--- src/rtl/tcm_pkg.sv ---
// ----------------------------------------------------------------------------
// tcm_pkg
// Shared types and helpers for the timing_check_monitor block.
//   tcm_state_e  : reference-pulse tracking state (LOW, HOLD, HIGH)
//   VIOL_CNT_W   : width of the violation counter output
//   sat_inc()    : saturating add of a small amount (0..3) to a VIOL_CNT_W value
// ----------------------------------------------------------------------------
package tcm_pkg;

  typedef enum logic [1:0] {
    LOW  = 2'd0,  // reference low, waiting for a posedge
    HOLD = 2'd1,  // reference high, inside the hold window
    HIGH = 2'd2   // reference high, hold window closed
  } tcm_state_e;

  localparam int VIOL_CNT_W = 16;

  // Adds amt to val and sticks at all-ones instead of wrapping.
  function automatic logic [VIOL_CNT_W-1:0] sat_inc(input logic [VIOL_CNT_W-1:0] val,
                                                    input logic [1:0]            amt);
    logic [VIOL_CNT_W:0] sum;
    sum = {1'b0, val} + {{(VIOL_CNT_W-1){1'b0}}, amt};
    return sum[VIOL_CNT_W] ? {VIOL_CNT_W{1'b1}} : sum[VIOL_CNT_W-1:0];
  endfunction

endpackage

--- src/rtl/timing_check_monitor_if.sv ---
// ----------------------------------------------------------------------------
// timing_check_monitor_if
// Groups the signals under check and the violation reporting outputs.
//   ref_i, data_i, cond_i  : signals under check and the check enable
//   setup/hold/width_viol_o: one-cycle violation pulses
//   notifier_o             : toggles once per tick carrying any violation
//   viol_count_o           : saturating violation count
// Modports:
//   master : stimulus side (drives ref/data/cond, observes results)
//   slave  : the monitor itself
// ----------------------------------------------------------------------------
interface timing_check_monitor_if;
  import tcm_pkg::*;

  logic                  ref_i;
  logic                  data_i;
  logic                  cond_i;
  logic                  setup_viol_o;
  logic                  hold_viol_o;
  logic                  width_viol_o;
  logic                  notifier_o;
  logic [VIOL_CNT_W-1:0] viol_count_o;

  modport master (
    output ref_i, data_i, cond_i,
    input  setup_viol_o, hold_viol_o, width_viol_o, notifier_o, viol_count_o
  );

  modport slave (
    input  ref_i, data_i, cond_i,
    output setup_viol_o, hold_viol_o, width_viol_o, notifier_o, viol_count_o
  );

endinterface

--- src/rtl/tcm_edge_det.sv ---
// ----------------------------------------------------------------------------
// tcm_edge_det
// Registers an asynchronous-to-the-check signal once and flags its edges by
// comparing the new sample with the previous one.
// Ports:
//   clk    in  sampling clock
//   rst    in  synchronous active-high reset (both samples cleared to 0)
//   i_sig  in  signal to sample
//   o_rise out sample went 0 -> 1 on the last clock
//   o_fall out sample went 1 -> 0 on the last clock
//   o_any  out either edge
// ----------------------------------------------------------------------------
module tcm_edge_det (
  input  logic clk,
  input  logic rst,
  input  logic i_sig,
  output logic o_rise,
  output logic o_fall,
  output logic o_any
);

  logic r_smp;
  logic r_prev;

  // NOTE: registers use non-blocking assignments so r_prev captures the old
  // r_smp, not the value written in the same clock.
  always_ff @(posedge clk) begin
    if (rst) begin
      r_smp  <= 1'b0;
      r_prev <= 1'b0;
    end else begin
      r_smp  <= i_sig;
      r_prev <= r_smp;
    end
  end

  assign o_rise = r_smp & ~r_prev;
  assign o_fall = ~r_smp & r_prev;
  assign o_any  = r_smp ^ r_prev;

endmodule

--- src/rtl/timing_check_monitor.sv ---
// ----------------------------------------------------------------------------
// timing_check_monitor
// Cycle-based setup/hold/width checker. Oversamples ref_i and data_i on clk,
// measures tick distances between their edges and pulses a flag for each
// violation; notifier_o toggles once per violating tick, as a $setup/$hold/
// $width notifier would.
// Latency: input change -> sample register -> registered flag (2 clk).
// Parameters:
//   SETUP_TICKS  min ticks from last data edge to ref posedge (0 disables)
//   HOLD_TICKS   hold window length after ref posedge (0 disables)
//   WIDTH_TICKS  min ticks ref stays high (0 disables)
//   CNT_W        tick counter width; all *_TICKS must be < 2**CNT_W
// Ports:
//   clk  in  sampling clock, all logic on posedge
//   rst  in  synchronous active-high reset
//   bus  timing_check_monitor_if.slave (ref/data/cond in, flags/count out)
// Configuration macro:
//   TCM_VIOL_COUNT_EN  when defined, viol_count_o is a saturating 16-bit
//                      violation counter; otherwise it is tied to zero.
// ----------------------------------------------------------------------------
module timing_check_monitor
  import tcm_pkg::*;
#(
  parameter int unsigned SETUP_TICKS = 4,
  parameter int unsigned HOLD_TICKS  = 2,
  parameter int unsigned WIDTH_TICKS = 10,
  parameter int unsigned CNT_W       = 8
) (
  input  logic                  clk,
  input  logic                  rst,
  timing_check_monitor_if.slave bus
);

  localparam logic [CNT_W-1:0] SETUP_LIM = CNT_W'(SETUP_TICKS);
  localparam logic [CNT_W-1:0] HOLD_LIM  = CNT_W'(HOLD_TICKS);
  localparam logic [CNT_W-1:0] WIDTH_LIM = CNT_W'(WIDTH_TICKS);
  localparam logic [CNT_W-1:0] CNT_ONE   = CNT_W'(1);
  // With no hold window the posedge goes straight to HIGH.
  localparam tcm_state_e POST_RISE = (HOLD_TICKS > 0) ? HOLD : HIGH;

  logic w_ref_rise, w_ref_fall, w_ref_any;
  logic w_data_rise, w_data_fall, w_data_any;

  tcm_edge_det u_ref_det (
    .clk    (clk),
    .rst    (rst),
    .i_sig  (bus.ref_i),
    .o_rise (w_ref_rise),
    .o_fall (w_ref_fall),
    .o_any  (w_ref_any)
  );

  tcm_edge_det u_data_det (
    .clk    (clk),
    .rst    (rst),
    .i_sig  (bus.data_i),
    .o_rise (w_data_rise),
    .o_fall (w_data_fall),
    .o_any  (w_data_any)
  );

  // Only the ref direction and the data "any edge" matter to the checks.
  logic w_unused_edges;
  assign w_unused_edges = w_ref_any ^ w_data_rise ^ w_data_fall;

  tcm_state_e       r_state;
  logic [CNT_W-1:0] r_data_age;
  logic [CNT_W-1:0] r_hi_cnt;
  logic [CNT_W-1:0] r_hold_cnt;
  logic             r_setup_viol;
  logic             r_hold_viol;
  logic             r_width_viol;
  logic             r_notifier;

  // Age of the last data edge as seen on this tick: 0 on the edge tick itself,
  // so a data edge coinciding with the ref posedge counts as a setup hit.
  logic [CNT_W-1:0] w_age_now;
  // NOTE: give every always_comb output a default first so no path leaves it
  // unassigned and a latch is inferred.
  always_comb begin
    w_age_now = r_data_age + CNT_ONE;
    if (&r_data_age) w_age_now = r_data_age;
    if (w_data_any)  w_age_now = '0;
  end

  logic [CNT_W-1:0] w_hi_next;
  assign w_hi_next = (&r_hi_cnt) ? r_hi_cnt : r_hi_cnt + CNT_ONE;

  logic w_setup, w_hold, w_width, w_any_viol;
  // Setup is judged only on the LOW->high transition; a data edge on that
  // same tick is never a hold hit because the state is still LOW.
  assign w_setup = (r_state == LOW)  && w_ref_rise && bus.cond_i && (w_age_now < SETUP_LIM);
  assign w_hold  = (r_state == HOLD) && w_data_any && bus.cond_i;
  // r_hi_cnt equals the number of ticks since the posedge on the negedge tick.
  assign w_width = (r_state != LOW)  && w_ref_fall && bus.cond_i && (r_hi_cnt < WIDTH_LIM);
  assign w_any_viol = w_setup | w_hold | w_width;

  always_ff @(posedge clk) begin
    if (rst) begin
      r_state      <= LOW;
      r_data_age   <= '1;
      r_hi_cnt     <= '0;
      r_hold_cnt   <= '0;
      r_setup_viol <= 1'b0;
      r_hold_viol  <= 1'b0;
      r_width_viol <= 1'b0;
      r_notifier   <= 1'b0;
    end else begin
      r_setup_viol <= w_setup;
      r_hold_viol  <= w_hold;
      r_width_viol <= w_width;
      r_notifier   <= r_notifier ^ w_any_viol;
      r_data_age   <= w_age_now;

      case (r_state)
        LOW: begin
          if (w_ref_rise) begin
            r_state    <= POST_RISE;
            r_hi_cnt   <= CNT_ONE;
            r_hold_cnt <= CNT_ONE;
          end
        end
        HOLD: begin
          r_hi_cnt <= w_hi_next;
          // A negedge aborts the hold window early.
          if (w_ref_fall) begin
            r_state <= LOW;
          end else if (r_hold_cnt == HOLD_LIM) begin
            r_state <= HIGH;
          end else begin
            r_hold_cnt <= r_hold_cnt + CNT_ONE;
          end
        end
        HIGH: begin
          r_hi_cnt <= w_hi_next;
          if (w_ref_fall) r_state <= LOW;
        end
        default: r_state <= LOW;
      endcase
    end
  end

  assign bus.setup_viol_o = r_setup_viol;
  assign bus.hold_viol_o  = r_hold_viol;
  assign bus.width_viol_o = r_width_viol;
  assign bus.notifier_o   = r_notifier;

`ifdef TCM_VIOL_COUNT_EN
  // Setup and width can never share a tick (LOW vs not LOW), so at most two
  // flags are added per tick.
  logic [1:0]            w_n_viol;
  logic [VIOL_CNT_W-1:0] r_viol_count;

  assign w_n_viol = 2'(w_setup) + 2'(w_hold) + 2'(w_width);

  always_ff @(posedge clk) begin
    if (rst) r_viol_count <= '0;
    else     r_viol_count <= sat_inc(r_viol_count, w_n_viol);
  end

  assign bus.viol_count_o = r_viol_count;
`else
  assign bus.viol_count_o = '0;
`endif

endmodule

--- src/flat_wrapper.sv ---
// flat-port wrapper written by rule: the top's interface ports become plain ports
module timing_check_monitor_flat import tcm_pkg::*;
#(
  parameter int unsigned SETUP_TICKS = 4,
  parameter int unsigned HOLD_TICKS  = 2,
  parameter int unsigned WIDTH_TICKS = 10,
  parameter int unsigned CNT_W       = 8
)
  (clk, rst, bus_ref_i, bus_data_i, bus_cond_i, bus_setup_viol_o, bus_hold_viol_o, bus_width_viol_o, bus_notifier_o, bus_viol_count_o);
  timing_check_monitor_if bus_i ();
  input  logic clk;
  input  logic rst;
  input wire logic [$bits(bus_i.ref_i)-1:0] bus_ref_i;
  input wire logic [$bits(bus_i.data_i)-1:0] bus_data_i;
  input wire logic [$bits(bus_i.cond_i)-1:0] bus_cond_i;
  output wire logic [$bits(bus_i.setup_viol_o)-1:0] bus_setup_viol_o;
  output wire logic [$bits(bus_i.hold_viol_o)-1:0] bus_hold_viol_o;
  output wire logic [$bits(bus_i.width_viol_o)-1:0] bus_width_viol_o;
  output wire logic [$bits(bus_i.notifier_o)-1:0] bus_notifier_o;
  output wire logic [$bits(bus_i.viol_count_o)-1:0] bus_viol_count_o;
  assign bus_i.ref_i = bus_ref_i;
  assign bus_i.data_i = bus_data_i;
  assign bus_i.cond_i = bus_cond_i;
  assign bus_setup_viol_o = bus_i.setup_viol_o;
  assign bus_hold_viol_o = bus_i.hold_viol_o;
  assign bus_width_viol_o = bus_i.width_viol_o;
  assign bus_notifier_o = bus_i.notifier_o;
  assign bus_viol_count_o = bus_i.viol_count_o;
  timing_check_monitor #(.SETUP_TICKS(SETUP_TICKS), .HOLD_TICKS(HOLD_TICKS), .WIDTH_TICKS(WIDTH_TICKS), .CNT_W(CNT_W)) u_core (.clk(clk), .rst(rst), .bus(bus_i));
endmodule
--- config.mk ---
export PLATFORM = sky130hd
export DESIGN_NAME = timing_check_monitor_flat
export DESIGN_NICKNAME = d
export VERILOG_FILES = /design/src/rtl/tcm_pkg.sv /design/src/rtl/timing_check_monitor_if.sv /design/src/rtl/tcm_edge_det.sv /design/src/rtl/timing_check_monitor.sv /design/src/flat_wrapper.sv
export SDC_FILE = /design/constraint.sdc
export NUM_CORES = 1
export LEC_CHECK = 0
export CORE_MARGIN = 10
export CORE_UTILIZATION = 30
export DETAILED_ROUTE_END_ITERATION = 10
export PLACE_DENSITY = 0.46
export SYNTH_ARGS = -nofsm -noshare
export SYNTH_HDL_FRONTEND = slang
export SYNTH_SLANG_ARGS = --single-unit
export TNS_END_PERCENT = 20
--- constraint.sdc ---
create_clock -name clk -period 2.35 [get_ports clk]
set_input_delay 0.47 -clock clk [delete_from_list [all_inputs] [get_ports clk]]
set_output_delay 0.47 -clock clk [all_outputs]
set_load 0.01 [all_outputs]
==> results by group <==
Placed design
  – Count of input and output buffers: 8
  – Instance area at placement: 2090 um2
  – Post-DP HPWL: 3160 um
  – RD Place Congestion: around 0.76
  – Placement-stage worst setup slack: 253 ps

Timing
  – Final worst-path cycle share: about 85%
  – Fmax: 502 MHz
  – Transition time at the pin with the least slew margin: approximately 680 ps
  – Worst Hold Slack: 505 ps
  – Setup repair after global routing missed its margin: false
  – Tightest slew margin relative to the limit: between 50% and 60%
  – Hold Fails Final Rpt: 0
  – Endpoints failing setup: 0
  – Final worst-path setup slack: 356 ps
  – Skew final: 6.64 ps
  – Pins Over Slew Limit: 0
  – Total negative slack: 0 ps
  – Shortest period the worst path allows: 1990 ps

Critical path
  – Maximum fanout along the worst path: 7
  – Startpoint type of the worst setup path: flop
  – Worst setup path category: reg -> reg
  – Slowest stage cell, crit path: sky130_fd_sc_hd__nor4b_2
  – Data required time at the worst endpoint: 2530 ps
  – Category of cells accounting for the largest share of critical-path delay: simple AND/OR/NAND/NOR gates
  – Delay of the slowest cell on the worst path: between 400 and 500 ps
  – Arrival time at the worst endpoint: ~2200 ps
  – Worst path cell trace: inv_1 > ha_1 > nor4b_2 > a311oi_2 > buf_4 > o2111ai_1 > xor2_1 > nor2_1
  – Critical path capture point type: flop
  – CP Buf/Inv Count: 2

Layout
  – Share of layout cells above drive strength 1: approximately a tenth
  – Most frequent cells in the layout: sky130_fd_sc_hd__dfxtp_1, sky130_fd_sc_hd__nor2_1, sky130_fd_sc_hd__conb_1
  – Leading cell type in the layout, fill and taps excluded: sky130_fd_sc_hd__dfxtp_1
  – Total of fill cells in the finished design: 671
  – Final antenna diode count: 0
  – Final net count: 258
  – Area growth syn-to-layout: 12.0%
  – Post-layout instance area: 2170 um2

CTS
  – Number of gates resized after cts: 0
  – Skew-Pair Late Insertion Delay: 290 ps
  – Setup Buffers After CTS: 0
  – TritonCTS clock tree: done
  – Clock Tree Root: sky130_fd_sc_hd__clkbuf_8
  – Clk pin slew, worst setup/hold paths: 60 ps
  – Maximum level of the CTS H-tree: 2
  – TritonCTS Buffers: 5
  – CTS sink cnt: 34
  – Number of buffers between clock root and the deepest sink: 2
  – Number of buffers added to fix hold violations after cts: 0

Power and ir drop
  – Overall Power: 1.74 mW
  – Worst vdd ir: approximately 380 uV
  – Pwr dens: 800 nW/um2
  – Leakage power of the design: 0.842 nW

Route
  – Total DRC errors in the routed layout: 0
  – DR iter-0 viols: 75
  – Wire length reported by the detailed router: 4090 um
  – Antenna-violating nets left: 0
  – Mean number of vias per cell: 4.91
  – Routed vias: 1582
  – Routed length per placed instance: about 13 um
  – Detailed-router iteration count before antenna repair: 4

Yosys
  – Post-synth design cell area: 1940 um2
  – Avg Inst Size Synth: 8.49 um2
  – Yosys synthesis warning count: 0
  – Library cells used by synthesis: 45
  – Seq/Total Area, Yosys: 35.1%
  – Synth Register Bits: 34
  – Cell count after synthesis: between 200 and 250

Floorplan
  – Die W: ~100 um
  – Chip height: ~100 um
  – Number of I/O pins: 25
  – Placeable core region: 6310 um2
  – Total number of placement rows: 29
  – Area of the die: 10100 um2
  – Effective utilization at floorplan: 30.7%

Global route
  – Largest net degree at the start of global routing: 12
  – Global-route wire length before repair: 7020 um
  – Via count of the first global-routing pass: approximately 1.5k
  – Total routing usage reported by global routing: 8.47%
  – Initial antenna violation count: 0
  – Congestion Overflow GR: 0

Hold path
  – Hold Path Class: reg -> reg

Job
  – Count of max-cap constraint violations: 0

Outcome
  – Outcome: complete, no violations
-- cells in the mapped netlist, drive strengths merged --
library cell  instances  area share [%]
dfxtp                34              35
buf                  19             7.8
nor2                 19             3.8
o21ai                17             4.4
a21oi                14             3.6
nand2                14             2.7
nand3                10             2.6
xor2                  9             4.1
inv                   8             1.6
ha                    7             4.5
nand4                 7             2.3
or3                   7             2.3
nor3                  6             1.6
and3                  4             1.4
clkbuf                4            0.77
nor2b                 4             1.3
o211ai                4             1.6
a2111oi               3             2.3
a211oi                3             1.2
a31oi                 3            0.97
mux2i                 3             1.6
nand2b                3            0.97
o2111ai               3             1.4
a41o                  2             1.0
and2                  2            0.65
and4                  2            0.90
nor4b                 2             1.2
o31ai                 2            0.77
or2                   2            0.65
xnor2                 2            0.90
a21bo                 1            0.52
a21o                  1            0.39
a311o                 1            0.52
a311oi                1            0.77
conb                  1            0.19
nand3b                1            0.39
nand4b                1            0.45
o2111a                1            0.58
o211a                 1            0.52
-- registers in the layout (all words and copies together) (netlist names) --
| register | count |
|---|---|
| u_core.r_hold_cnt | 8 |
| u_core.u_ref_det.r_smp | 1 |
| u_core.bus.width_viol_o | 1 |
| u_core.bus.hold_viol_o | 1 |
| u_core.r_state | 2 |
| u_core.u_data_det.r_prev | 1 |
| u_core.bus.setup_viol_o | 1 |
| u_core.u_ref_det.r_prev | 1 |
| u_core.r_data_age | 8 |
| u_core.r_hi_cnt | 8 |
| u_core.bus.notifier_o | 1 |
| u_core.u_data_det.r_smp | 1 |
-- final timing paths --
| kind | from | to | slack (ps) | depth (start not counted) |
|---|---|---|---|---|
| setup / recovery | u_core.r_hold_cnt[0]$_SDFFE_PP0P_ | u_core.r_hold_cnt[5]$_SDFFE_PP0P_ | 360 | 8 |
| hold / removal | u_core.r_hold_cnt[7]$_SDFFE_PP0P_ | u_core.r_hold_cnt[7]$_SDFFE_PP0P_ | 500 | 2 |
| setup reg to reg | u_core.r_hold_cnt[0]$_SDFFE_PP0P_ | u_core.r_hold_cnt[5]$_SDFFE_PP0P_ | 360 | 8 |
| hold reg to reg | u_core.r_hold_cnt[7]$_SDFFE_PP0P_ | u_core.r_hold_cnt[7]$_SDFFE_PP0P_ | 500 | 2 |
-- routing by layer --
layer  global-route usage [%]  wire, um
met1                     10.4      1920
met2                     13.4      1930
met3                     2.27       169
met4                     4.13        70
met5                        0         0
-- logic make-up (layout without fill, tap and decap cells) --
family | count (synthesis) | count (layout) | share of synthesized area [%]
other | 1 | 16 | 0.194
XOR/XNOR | 11 | 11 | 4.97
flip-flops | 34 | 34 | 35.1
adder cells (fa/ha/maj) | 7 | 7 | 4.52
buffers and inverters | 31 | 33 | 10.1
multiplexers | 3 | 3 | 1.55
AND/OR/NAND/NOR | 84 | 84 | 23.1
AO/OA/AOI/OAI | 57 | 57 | 20.5
-- worst reg2reg max path, delay by kind of cell, from the launching register on --
family	cells	cell delay (ps)
compound gates	2	430
xor+xnor	1	170
fa+ha+maj	1	140
buf+inv	2	270
flops	1	370
simple gates	2	510
-- stage by stage --
stage	utilization (%)	cells
2_1_floorplan	-	243
3_3_place_gp	33.1	316
3_5_place_dp	33.1	316
4_1_cts	34.4	322
5_1_grt	34.4	322
6_report	34.4	322
-- power breakdown --
| part | total (mW) | switching, mW | internal [mW] |
|---|---|---|---|
| clock | 0.428 | 0.202 | 0.226 |
| sequential | 0.716 | 0.0775 | 0.639 |
| combinational | 0.591 | 0.331 | 0.260 |
| total | 1.74 | 0.611 | 1.12 |
-- final cells by class --
class	count	area (um2)	area share (%)
multi-input combinational	178	1120	51.5
sequential	34	681	31.4
clock buffer	6	82.6	3.81
timing repair buffer	19	163	7.50
inverter	8	30.0	1.38
tap	77	96.3	4.44
Note: power is estimated with default switching activity, not from simulation.
